**src/rtl/pkt_pkg.sv**
```systemverilog
// rtl/pkt_pkg.sv - shared framing constants and state encoding for the tx packet arbiter
package pkt_pkg;

    localparam int WORD_W  = 36;
    localparam int MTY_HI  = 35;
    localparam int MTY_LO  = 34;
    localparam int EOP_BIT = 33;
    localparam int SOP_BIT = 32;

    typedef enum logic [1:0] {
        ST_IDLE  = 2'd0,
        ST_SEND  = 2'd1,
        ST_ABORT = 2'd2,
        ST_FLUSH = 2'd3
    } state_t;

endpackage

```
**src/rtl/pkt_rr_sel.sv**
```systemverilog
// rtl/pkt_rr_sel.sv - two-way round-robin pick between packet candidates
module pkt_rr_sel (
    input  logic cand0,
    input  logic cand1,
    input  logic cur_sel,
    output logic grant,
    output logic sel
);

    // On contention the channel not granted last time wins.
    assign grant = cand0 | cand1;
    assign sel   = (cand0 && cand1) ? ~cur_sel : cand1;

endmodule

```
**src/rtl/tx_pkt_arb.sv**
```systemverilog
// rtl/tx_pkt_arb.sv - round-robin whole-packet arbiter for two tx FIFOs with stall abort
module tx_pkt_arb
    import pkt_pkg::*;
#(
    parameter int DATA_W    = 32,
    parameter int STALL_MAX = 64
) (
    input  logic              clk,
    input  logic              rst_n,
    input  logic [DATA_W+3:0] ch0_q,
    input  logic              ch0_empty,
    output logic              ch0_rdreq,
    input  logic [DATA_W+3:0] ch1_q,
    input  logic              ch1_empty,
    output logic              ch1_rdreq,
    input  logic              dout_rdy,
    output logic [DATA_W-1:0] dout,
    output logic              dout_vld,
    output logic              dout_sop,
    output logic              dout_eop,
    output logic [1:0]        dout_mty,
    output logic              dout_err,
    output logic              cur_sel,
    output logic              flag_sop_err,
    output logic              flag_stall_err
);

    localparam int CNT_W = $clog2(STALL_MAX + 1);
    localparam logic [CNT_W-1:0] CNT_LAST = CNT_W'(STALL_MAX - 1);
    localparam logic [CNT_W-1:0] CNT_SAT  = CNT_W'(STALL_MAX);

    state_t            state_q, state_d;
    logic              sel_q, sel_d;
    logic              cur_sel_q, cur_sel_d;
    logic [CNT_W-1:0]  cnt_stall_q, cnt_stall_d;
    logic [DATA_W-1:0] dout_q, dout_d;
    logic              vld_q, vld_d;
    logic              sop_q, sop_d;
    logic              eop_q, eop_d;
    logic [1:0]        mty_q, mty_d;
    logic              err_q, err_d;
    logic              fsop_q, fsop_d;
    logic              fstall_q, fstall_d;
    logic              rd0, rd1;

    logic              cand0, cand1, grant, gsel;
    logic              sel_empty;
    logic [DATA_W+3:0] sel_word;

    assign cand0     = ~ch0_empty & ch0_q[SOP_BIT];
    assign cand1     = ~ch1_empty & ch1_q[SOP_BIT];
    assign sel_empty = sel_q ? ch1_empty : ch0_empty;
    assign sel_word  = sel_q ? ch1_q : ch0_q;

    pkt_rr_sel u_rr (
        .cand0   (cand0),
        .cand1   (cand1),
        .cur_sel (cur_sel_q),
        .grant   (grant),
        .sel     (gsel)
    );

    always_comb begin
        state_d     = state_q;
        sel_d       = sel_q;
        cur_sel_d   = cur_sel_q;
        cnt_stall_d = cnt_stall_q;
        rd0         = 1'b0;
        rd1         = 1'b0;
        dout_d      = '0;
        vld_d       = 1'b0;
        sop_d       = 1'b0;
        eop_d       = 1'b0;
        mty_d       = 2'd0;
        err_d       = 1'b0;
        fsop_d      = 1'b0;
        fstall_d    = 1'b0;
        case (state_q)
            ST_IDLE: begin
                if (grant) begin
                    sel_d       = gsel;
                    cur_sel_d   = gsel;
                    cnt_stall_d = '0;
                    state_d     = ST_SEND;
                end else if (!ch0_empty) begin
                    rd0    = 1'b1;
                    fsop_d = 1'b1;
                end else if (!ch1_empty) begin
                    rd1    = 1'b1;
                    fsop_d = 1'b1;
                end
            end
            ST_SEND: begin
                if (!sel_empty) begin
                    // A ready-blocked but non-empty FIFO is not a stall.
                    if (dout_rdy) begin
                        rd0         = ~sel_q;
                        rd1         = sel_q;
                        cnt_stall_d = '0;
                        vld_d       = 1'b1;
                        dout_d      = sel_word[DATA_W-1:0];
                        sop_d       = sel_word[SOP_BIT];
                        eop_d       = sel_word[EOP_BIT];
                        mty_d       = sel_word[MTY_HI:MTY_LO];
                        if (sel_word[EOP_BIT]) begin
                            state_d = ST_IDLE;
                        end
                    end
                end else if (cnt_stall_q == CNT_LAST) begin
                    state_d = ST_ABORT;
                end else if (cnt_stall_q != CNT_SAT) begin
                    cnt_stall_d = cnt_stall_q + CNT_W'(1);
                end
            end
            ST_ABORT: begin
                if (dout_rdy) begin
                    vld_d    = 1'b1;
                    eop_d    = 1'b1;
                    err_d    = 1'b1;
                    fstall_d = 1'b1;
                    state_d  = ST_FLUSH;
                end
            end
            ST_FLUSH: begin
                if (!sel_empty) begin
                    // A fresh sop means the stalled packet never ended; leave it for IDLE.
                    if (sel_word[SOP_BIT]) begin
                        state_d = ST_IDLE;
                    end else begin
                        rd0 = ~sel_q;
                        rd1 = sel_q;
                        if (sel_word[EOP_BIT]) begin
                            state_d = ST_IDLE;
                        end
                    end
                end
            end
            default: state_d = ST_IDLE;
        endcase
    end

    always_ff @(posedge clk) begin
        if (rst_n) begin
            state_q     <= ST_IDLE;
            sel_q       <= 1'b0;
            cur_sel_q   <= 1'b1;
            cnt_stall_q <= '0;
            dout_q      <= '0;
            vld_q       <= 1'b0;
            sop_q       <= 1'b0;
            eop_q       <= 1'b0;
            mty_q       <= 2'd0;
            err_q       <= 1'b0;
            fsop_q      <= 1'b0;
            fstall_q    <= 1'b0;
        end else begin
            state_q     <= state_d;
            sel_q       <= sel_d;
            cur_sel_q   <= cur_sel_d;
            cnt_stall_q <= cnt_stall_d;
            dout_q      <= dout_d;
            vld_q       <= vld_d;
            sop_q       <= sop_d;
            eop_q       <= eop_d;
            mty_q       <= mty_d;
            err_q       <= err_d;
            fsop_q      <= fsop_d;
            fstall_q    <= fstall_d;
        end
    end

    // Pops are suppressed during reset so the external FIFOs are left untouched.
    assign ch0_rdreq      = rd0 & ~rst_n;
    assign ch1_rdreq      = rd1 & ~rst_n;
    assign dout           = dout_q;
    assign dout_vld       = vld_q;
    assign dout_sop       = sop_q;
    assign dout_eop       = eop_q;
    assign dout_mty       = mty_q;
    assign dout_err       = err_q;
    assign cur_sel        = cur_sel_q;
    assign flag_sop_err   = fsop_q;
    assign flag_stall_err = fstall_q;

endmodule

```
**config.mk**
```make
export PLATFORM = sky130hd
export DESIGN_NAME = tx_pkt_arb
export DESIGN_NICKNAME = d
export VERILOG_FILES = /design/src/rtl/pkt_pkg.sv /design/src/rtl/pkt_rr_sel.sv /design/src/rtl/tx_pkt_arb.sv
export SDC_FILE = /design/constraint.sdc
export NUM_CORES = 1
export LEC_CHECK = 0
export BUFFER_PORTS_ARGS = -buffer_cell sky130_fd_sc_hd__clkbuf_2
export CAP_MARGIN = 0
export CORE_MARGIN = 2
export CORE_UTILIZATION = 40
export CTS_CLUSTER_DIAMETER = 100
export DETAILED_ROUTE_END_ITERATION = 6
export HOLD_SLACK_MARGIN = 0.03
export PLACE_DENSITY = 0.86
export SETUP_SLACK_MARGIN = 0.15
export SLEW_MARGIN = 20
export SYNTH_ARGS = -nofsm -noshare
export SYNTH_HDL_FRONTEND = slang
export SYNTH_SLANG_ARGS = --single-unit
```
**constraint.sdc**
```tcl
create_clock -name clk -period 1.6 [get_ports clk]
set_input_delay 0.08 -clock clk [delete_from_list [all_inputs] [get_ports clk]]
set_output_delay 0.08 -clock clk [all_outputs]
set_load 0.01 [all_outputs]
```
==> results.py, run 1 <==
metrics = {
    "layout": {
        "regArea_mm2": 0.00102,
        "fillers": 387,
        "fin_area_mm2": 0.00357,
        "post_route_cells_drive_above_1_share_pct": 46.3,
        "fin_nets": 479,
        "multi_input_area_mm2": 0.00125,
        "syn2layout_area_growth_pct": 63.8,
    },
    "power_and_ir_drop": {
        "intPower_uw": 2070,
        "combPwrFrac_pct": 26.4,
        "clkPwrFrac_pct": 27.8,
        "vdd_ir_drop_max_mv": 0.362,
        "p_sw_share_pct": 28.4,
        "power.share.sequential_pct": 45.8,
        "p_switching_uw": 820,
        "power.leakage_uw": 0.00160,
        "power_density_mw_per_mm2": 811,
    },
    "status": {
        "violations": "setup timing",
        "status": "finished with violations",
    },
    "drt": {
        "remaining_drc_errors": 0,
        "drt_iter0_markers": 71,
        "wire_per_inst_um": 15.1,
        "vias": 2383,
        "wl_um": 7050,
        "viasPerCell": 5.09,
        "dr.pass1.iters": 4,
        "ant_nets": 0,
    },
    "global_route": {
        "grt_pass1_wl_um": 10200,
        "track_usage_pct": 21.6,
        "overflow": 0,
        "antenna_found_initial": 0,
        "grt_max_degree": 23,
        "grt_pass1_vias": 2280,
    },
    "timing": {
        "worst_pin_slew_ps": 332,
        "finClkSkew_ps": 12.1,
        "period_share_pct": 106,
        "slew_headroom_pct": 77.2,
        "finalWorstSetupSlack_ps": -99.5,
        "max_freq_mhz": 588,
        "finalSetupTns_ps": -347,
        "fin_hold_ws_ps": 41.4,
        "fin_crit_ps": 1700,
        "rsz0062_at_grt": "true",
        "setup_viol": 8,
        "drv_slew": 0,
        "final_hold_viol_count": 0,
    },
    "clocking": {
        "cts_root_buf": "clkbuf_8",
        "path_clk_slew_ps": 90,
        "htreeDepth": 2,
        "clockBufferDepth": 2,
        "cts_sinks": 50,
        "clk_latency_ps": 300,
        "cts_buffers": 5,
        "cts_tree": "done",
    },
    "synthesis": {
        "synthArstFlopShare_pct": 0,
        "yosys_warnings": 0,
        "netlist_instances": 233,
        "synth_top_area_share_pct": 46.0,
        "synthTopCellsByArea": "dfxtp_1, mux2i_1, nor2_1",
        "synth.distinct_cells": 41,
        "synth_flop_cell": "dfxtp_1",
        "syn_avg_cell_area_um2": 9.34,
        "post-synth-top-area-cell": "dfxtp_1",
        "netlist_area_mm2": 0.00218,
        "syn-num-nets": 316,
        "synth_edf_count": 0,
        "yosysSeqAreaShare_pct": 46.0,
        "ys_ff_latch": 50,
    },
    "setup_path": {
        "worstPathArrival_ps": 1620,
        "end_kind": "primary output",
        "worst-path-max-fanout": 4,
        "worstPathRequired_ps": 1520,
        "r2r_cells": 7,
        "crit_chain": "inv_4 -> ha_4 -> nand2_2 -> o21ai_2 -> nand2b_1 -> a2111oi_4 -> buf_2",
        "cp_top_family": "flip-flops",
        "slowest_delay_ps": 380,
        "crit_buf_inv": 2,
        "reg2reg_slack_ps": -90,
        "slowest_stage": "dfxtp_4",
        "start_kind": "flip-flop",
        "reg2reg_from": "state_q[1]",
        "regToRegEndpoint": "cnt_stall_q[4]",
        "crit_type": "flip-flop to primary output",
    },
    "worst_hold_path": {
        "min_path_cells": 3,
        "hold_path_end": "dout[3]",
        "hold_start": "ch1_q[3]",
        "hold_path.class": "primary input to flip-flop",
    },
    "floorplan": {
        "die-area_mm2": 0.00605,
        "rows": 26,
        "die_x_um": 77.8,
        "core_area_mm2": 0.00517,
        "start_util_pct": 42.1,
        "pin_count": 120,
        "fp.dieH_um": 77.8,
    },
    "flow_run": {
        "cap_violations": 0,
    },
    "placed_design": {
        "dpl_cell_area_mm2": 0.00292,
        "port_buffers": 119,
        "dp_hpwl_um": 4420,
        "gp_congestion": 0.911,
        "dp_slack_ps": -29.3,
    },
}
-- registers in the layout (all words and copies together), names as in the netlist --
signal and count:
cnt_stall_q 7, cur_sel 1, dout 32, dout_eop 1
dout_mty 2, dout_sop 1, dout_vld 1, flag_sop_err 1
flag_stall_err 1, sel_q 1, state_q 2
-- Yosys cell counts, drive strengths merged, types with 2 or more instances --
library cell	count
and2	2
nand3	5
nor3	3
or3	5
a32oi	2
buf	12
nand2	13
nor2	44
clkbuf	3
inv	7
dfxtp	50
a21oi	8
ha	6
nor2b	2
a211oi	3
nand3b	2
nand2b	3
o21ai	7
mux2i	37
nor4	3
a41oi	2
-- worst reg2reg max path, delay by kind of cell (launching register included) --
family,cells,cell delay (ps)
adder cells (fa/ha/maj),1,140
AND/OR/NAND/NOR,3,760
AO/OA/AOI/OAI,1,120
flip-flops,1,380
buffers and inverters,2,220
-- kinds of logic after synthesis --
logic type,Yosys count,share of synthesized area [%]
AO/OA/AOI/OAI,31,9.43
adder cells (fa/ha/maj),6,3.45
buffers and inverters,22,4.77
flip-flops,50,46.0
multiplexers,38,17.7
AND/OR/NAND/NOR,86,18.7
-- per-layer routing --
metal | part of all wire [%] | routed length (um) | vias up | global-route usage (%)
li1 | - | - | 1127 | -
met1 | 35 | 2480 | 1108 | 20.1
met2 | 54 | 3800 | 123 | 42.8
met3 | 6.8 | 476 | 25 | 5.00
met4 | 4.0 | 284 | 0 | 11.1
met5 | 0 | 0 | - | 0
-- what timing repair did --
action / 4_1_cts / 5_1_grt
gates cloned: 0 / 0
hold buffers: 28 / 2
endpoints found under the setup margin: 46 / 48
hold endpoints to repair: 16 / 2
pin swaps: 11 / 7
buffers inserted: 6 / 3
gates resized for setup: 23 / 18
-- final cells by class --
cell class | count | area share, %
clock inverter | 1 | 0.246
inverter | 7 | 0.877
timing repair buffer | 171 | 30.1
clock buffer | 7 | 2.70
multi-input combinational | 161 | 34.9
tap | 70 | 2.46
sequential | 50 | 28.6
antenna | 1 | 0.0702
-- through the flow --
| step | utilization (%) | cells | total power (uW) |
|---|---|---|---|
| after floorplan | - | 233 | 1710 |
| after global placement | 56.5 | 420 | 1900 |
| after detailed placement | 56.5 | 420 | 1930 |
| after CTS | 67.0 | 462 | 2860 |
| after global routing | 68.9 | 467 | 3030 |
| final | 68.9 | 468 | 2890 |
-- power by group through the flow --
stage	clock (uW)	combinational, uW	sequential (uW)
global route	887	815	1330
detailed placement	0	588	1340
finish	803	764	1320
global placement	0	564	1340
floorplan	0	353	1350
CTS	827	711	1320
-- cells in the final DEF, fill, tap and decap left out, types with 3 or more instances in the layout --
| master | count |
|---|---|
| nor3_1 | 3 |
| o21ai_1 | 4 |
| a21oi_1 | 5 |
| dfxtp_4 | 5 |
| mux2i_1 | 35 |
| nand2b_1 | 3 |
| clkbuf_8 | 7 |
| nand2_1 | 10 |
| a211oi_1 | 3 |
| nand3_1 | 3 |
| inv_1 | 5 |
| dfxtp_1 | 44 |
| clkbuf_2 | 117 |
| or3_1 | 3 |
| ha_4 | 4 |
| dlygate4sd3_1 | 30 |
| buf_4 | 19 |
| buf_6 | 3 |
| a21oi_2 | 3 |
| nor2_1 | 43 |
-- how the worst max path moves through the flow --
stage                    from             end  cells past startpoint  slack (ps)
2_1_floorplan  cnt_stall_q[1]  cnt_stall_q[2]                      7          40
3_3_place_gp   cnt_stall_q[1]  cnt_stall_q[2]                      6          20
3_5_place_dp       state_q[0]      state_q[1]                      6         -30
4_1_cts            state_q[1]       ch0_rdreq                      7         -80
5_1_grt            state_q[1]       ch0_rdreq                      6        -130
6_report           state_q[1]       ch0_rdreq                      7        -100
No activity file was read; power rests on OpenSTA's default activity.
==> run 2, diff against run 1 <==
--- a/config.mk
+++ b/config.mk
@@ -14,3 +14,3 @@
 export HOLD_SLACK_MARGIN = 0.03
-export PLACE_DENSITY = 0.86
+export PLACE_DENSITY = 0.83
 export SETUP_SLACK_MARGIN = 0.15
==> constraint.sdc (replaced) <==
create_clock -name clk -period 2.2 [get_ports clk]
set_input_delay 0.22 -clock clk [delete_from_list [all_inputs] [get_ports clk]]
set_output_delay 0.22 -clock clk [all_outputs]
set_load 0.01 [all_outputs]
==> results.py, run 2 (synthesis results as in run 1) <==
metrics = {
    "status": {
        "status": "finished clean",
    },
    "timing": {
        "fin_hold_ws_ps": 154,
        "final_hold_viol_count": 0,
        "worst_pin_slew_ps": 591,
        "finClkSkew_ps": 7.99,
        "fin_crit_ps": 1880,
        "slew_headroom_pct": 60.6,
        "max_freq_mhz": 533,
        "setup_viol": 0,
        "rsz0062_at_grt": "false",
        "drv_slew": 0,
        "finalSetupTns_ps": 0,
        "period_share_pct": 85.2,
    },
    "clocking": {
        "cts_root_buf": "clkbuf_8",
        "cts_tree": "done",
        "cts_buffers": 5,
        "clk_latency_ps": 300,
        "htreeDepth": 2,
        "cts_sinks": 50,
        "path_clk_slew_ps": 90,
        "clockBufferDepth": 2,
    },
    "setup_path": {
        "start_kind": "flip-flop",
        "worstPathRequired_ps": 1980,
        "reg2reg_slack_ps": 400,
        "r2r_cells": 6,
        "reg2reg_from": "cnt_stall_q[0]",
        "endpoint": "ch0_rdreq",
        "crit_type": "flip-flop to primary output",
        "regToRegEndpoint": "cnt_stall_q[2]",
        "worst-path-max-fanout": 8,
        "worstPathArrival_ps": 1660,
        "end_kind": "primary output",
        "crit_path_start": "state_q[0]",
    },
    "power_and_ir_drop": {
        "power.leakage_uw": 0.00131,
        "power.share.sequential_pct": 51.2,
        "intPower_uw": 1350,
        "p_switching_uw": 519,
        "clkPwrFrac_pct": 27.0,
        "power_uw": 1870,
        "vdd_ir_drop_max_mv": 0.336,
        "p_sw_share_pct": 27.8,
        "power_density_mw_per_mm2": 638,
        "combPwrFrac_pct": 21.8,
    },
    "worst_hold_path": {
        "hold_path.class": "primary input to flip-flop",
        "hold_start": "ch0_q[29]",
    },
    "floorplan": {
        "pin_count": 120,
        "start_util_pct": 42.1,
        "rows": 26,
        "core_area_mm2": 0.00517,
        "die_x_um": 77.8,
        "fp.dieH_um": 77.8,
        "die-area_mm2": 0.00605,
    },
    "layout": {
        "fin_nets": 430,
        "syn2layout_area_growth_pct": 34.7,
        "layout_common_cells": "clkbuf_2, dfxtp_1, nor2_1, mux2i_1, nand2_1",
        "antennaDiodeCount": 0,
        "layout.cells.non_filler": 417,
        "final_common_cell": "clkbuf_2",
        "post_route_cells_drive_above_1_share_pct": 41.2,
        "largest_register_ffs": 32,
        "fin_area_mm2": 0.00293,
    },
    "flow_run": {
        "cap_violations": 0,
    },
    "drt": {
        "drt_iter0_markers": 116,
        "dr.pass1.iters": 4,
        "viasPerCell": 4.93,
        "wire_per_inst_um": 12.7,
        "remaining_drc_errors": 0,
        "vias": 2054,
        "wl_um": 5310,
        "ant_nets": 0,
    },
    "placed_design": {
        "place_inst": 410,
        "dp_hpwl_um": 4250,
        "port_buffers": 119,
        "dpl_cell_area_mm2": 0.00281,
        "gp_congestion": 0.873,
    },
    "global_route": {
        "grt_max_degree": 38,
        "grt_pass1_wl_um": 8480,
        "grt_pass1_vias": 2016,
        "overflow": 0,
        "antenna_found_initial": 0,
        "track_usage_pct": 17.8,
    },
}
==> run 2: per-stage QoR <==
stage	setup slack, ps	utilization (%)
2_1_floorplan	362	-
3_3_place_gp	395	54.3
3_5_place_dp	336	54.3
4_1_cts	159	56.1
5_1_grt	171	56.7
6_report	325	56.7
==> run 2: power groups by stage <==
stage | Clock [uW] | Sequential, uW | Combinational, uW
2_1_floorplan | 0 | 980 | 233
3_3_place_gp | 0 | 971 | 375
3_5_place_dp | 0 | 973 | 382
4_1_cts | 529 | 952 | 390
5_1_grt | 563 | 961 | 447
6_report | 504 | 957 | 408
==> run 2: layer usage <==
layer	global-route usage [%]	wire [um]
met1	17.3	2040
met2	32.7	2710
met3	6.05	419
met4	9.64	138
met5	0	0
==> run 2: worst min-delay path by stage <==
stage,endpoint,slack [ps],cells past startpoint
floorplan,flag_sop_err,320,1
CTS,dout[29],130,3
global placement,dout[3],450,3
global route,dout[5],150,3
detailed placement,dout[29],460,3
finish,dout[29],150,3
==> run 2: cell type report <==
type	count	area, um2
tap	70	87.6
timing repair buffer	122	618
multi-input combinational	161	1110
inverter	7	26.3
clock buffer	5	68.8
sequential	50	1010
clock inverter	2	13.8
fill	472	2240
==> run 2: worst max-delay path: stages (launching register included) <==
cell and delay, ps:
dfxtp_4 370, inv_2 100, ha_4 200, nand3_2 130
a2111oi_2 370, buf_2 180
==> run 2: repair_timing <==
action / in CTS / in global routing
resized for setup: 4 / 10
endpoints found under the hold margin: 0 / 0
pin swaps: 0 / 1
hold buffers: 0 / 0
endpoints found under the setup margin: 1 / 1
buffers inserted: 0 / 0
==> run 3, diff against run 2 <==
PLACE_DENSITY = 0.73   (was 0.83)
==> results.py, run 3 (synthesis results as in run 1) <==
metrics = {
    "setup_path": {
        "crit_path_start": "state_q[0]",
        "end_kind": "primary output",
        "endpoint": "ch0_rdreq",
        "worst-path-max-fanout": 8,
        "crit_type": "flip-flop to primary output",
        "slowest_delay_ps": 390,
        "reg2reg_from": "cnt_stall_q[0]",
        "worstPathRequired_ps": 1980,
        "r2r_cells": 6,
        "reg2reg_slack_ps": 370,
        "slowest_stage": "a2111oi_2",
        "regToRegEndpoint": "state_q[1]",
        "crit_buf_inv": 2,
        "start_kind": "flip-flop",
        "crit_chain": "inv_1 -> ha_4 -> nand3_2 -> a2111oi_2 -> buf_2",
        "cp_top_family": "compound AO/OA/AOI/OAI gates",
        "worstPathArrival_ps": 1730,
        "critical_path_depth": 5,
    },
    "timing": {
        "fin_hold_ws_ps": 150,
        "rsz0062_at_grt": "false",
        "final_hold_viol_count": 0,
        "finalSetupTns_ps": 0,
        "finClkSkew_ps": 6.36,
        "finalWorstSetupSlack_ps": 246,
        "period_share_pct": 88.8,
        "max_freq_mhz": 512,
        "fin_crit_ps": 1950,
        "worst_pin_slew_ps": 390,
        "slew_headroom_pct": 74.0,
        "setup_viol": 0,
        "drv_slew": 0,
    },
    "floorplan": {
        "rows": 26,
        "die_x_um": 77.8,
        "pin_count": 120,
        "start_util_pct": 42.1,
        "core_area_mm2": 0.00517,
        "die-area_mm2": 0.00605,
        "fp.dieH_um": 77.8,
    },
    "clocking": {
        "path_clk_slew_ps": 90,
        "cts_root_buf": "clkbuf_8",
        "clk_latency_ps": 290,
        "htreeDepth": 2,
        "cts_tree": "done",
        "clockBufferDepth": 2,
        "cts_sinks": 50,
        "cts_buffers": 5,
    },
    "global_route": {
        "overflow": 0,
        "grt_max_degree": 30,
        "grt_pass1_wl_um": 8270,
        "antenna_found_initial": 0,
        "track_usage_pct": 16.9,
        "grt_pass1_vias": 1946,
    },
    "drt": {
        "remaining_drc_errors": 0,
        "dr.pass1.iters": 4,
        "drt_iter0_markers": 136,
        "wire_per_inst_um": 12.5,
        "viasPerCell": 4.82,
        "ant_nets": 0,
        "vias": 2021,
        "wl_um": 5260,
    },
    "layout": {
        "final_common_cell": "clkbuf_2",
        "fillers": 471,
        "largest_register_ffs": 32,
        "post_route_cells_drive_above_1_share_pct": 41.3,
        "layout.cells.non_filler": 419,
        "syn2layout_area_growth_pct": 35.8,
        "fin_nets": 431,
        "antennaDiodeCount": 0,
        "multi_input_area_mm2": 0.00111,
        "regArea_mm2": 0.00101,
        "layout_common_cells": "clkbuf_2, dfxtp_1, nor2_1, mux2i_1, nand2_1",
    },
    "status": {
        "status": "finished clean",
    },
    "placed_design": {
        "dp_slack_ps": 320,
        "port_buffers": 119,
        "dp_hpwl_um": 4150,
        "place_inst": 411,
        "gp_congestion": 0.911,
    },
    "worst_hold_path": {
        "hold_path.class": "primary input to flip-flop",
    },
    "flow_run": {
        "cap_violations": 0,
    },
    "power_and_ir_drop": {
        "power_density_mw_per_mm2": 653,
        "power.leakage_uw": 0.00132,
        "vdd_ir_drop_max_mv": 0.369,
    },
}
run 3: cell type report:
type,instances,share of cell area (%)
timing repair buffer,123,21.2
tap,70,2.96
inverter,7,0.889
multi-input combinational,161,37.6
clock buffer,6,2.79
clock inverter,2,0.550
sequential,50,34.1
run 3: stage by stage:
stage          area [um2]  power (uW)  util [%]
6_report             2960        1930      57.2
2_1_floorplan        2180        1210         -
3_3_place_gp         2810        1360      54.4
4_1_cts              2940        1930      56.8
3_5_place_dp         2810        1360      54.4
5_1_grt              2960        2040      57.2
run 3: per-layer routing:
layer  GRT usage [%]  routed length [um]  vias to the layer above
met4            5.71                  60                        0
met3            5.00                 447                        4
met2            32.1                2690                       90
met1            17.4                2060                      893
li1                -                   -                     1034
met5               0                   0                        -
run 3: how the worst min path moves through the flow:
| stage | from | end | slack, ps | cells past startpoint |
|---|---|---|---|---|
| after floorplan | ch0_empty | flag_sop_err | 320 | 1 |
| after global placement | ch0_q[7] | dout[7] | 450 | 3 |
| final | ch0_q[7] | dout[7] | 150 | 3 |
| after global routing | ch0_q[5] | dout[5] | 150 | 3 |
| after detailed placement | ch0_q[7] | dout[7] | 460 | 3 |
| after CTS | ch0_q[7] | dout[7] | 150 | 3 |
run 3: worst reg2reg max path, cell delays in order (launching register included):
cell and delay (ps):
dfxtp_1 360, ha_1 230, nand3_2 120, nor4_1 330, o211ai_1 220, or3_1 380
a21oi_1 120
run 3: power breakdown:
group / switching [uW] / internal (uW)
logic: 210 / 200
registers: 21.3 / 938
clock network: 301 / 259
total: 532 / 1400
run 3: repair_timing:
item	4_1_cts	5_1_grt
hold buffers	0	0
pin swaps	0	1
gates resized for setup	7	6
setup buffers	0	0
setup endpoints to repair	1	1
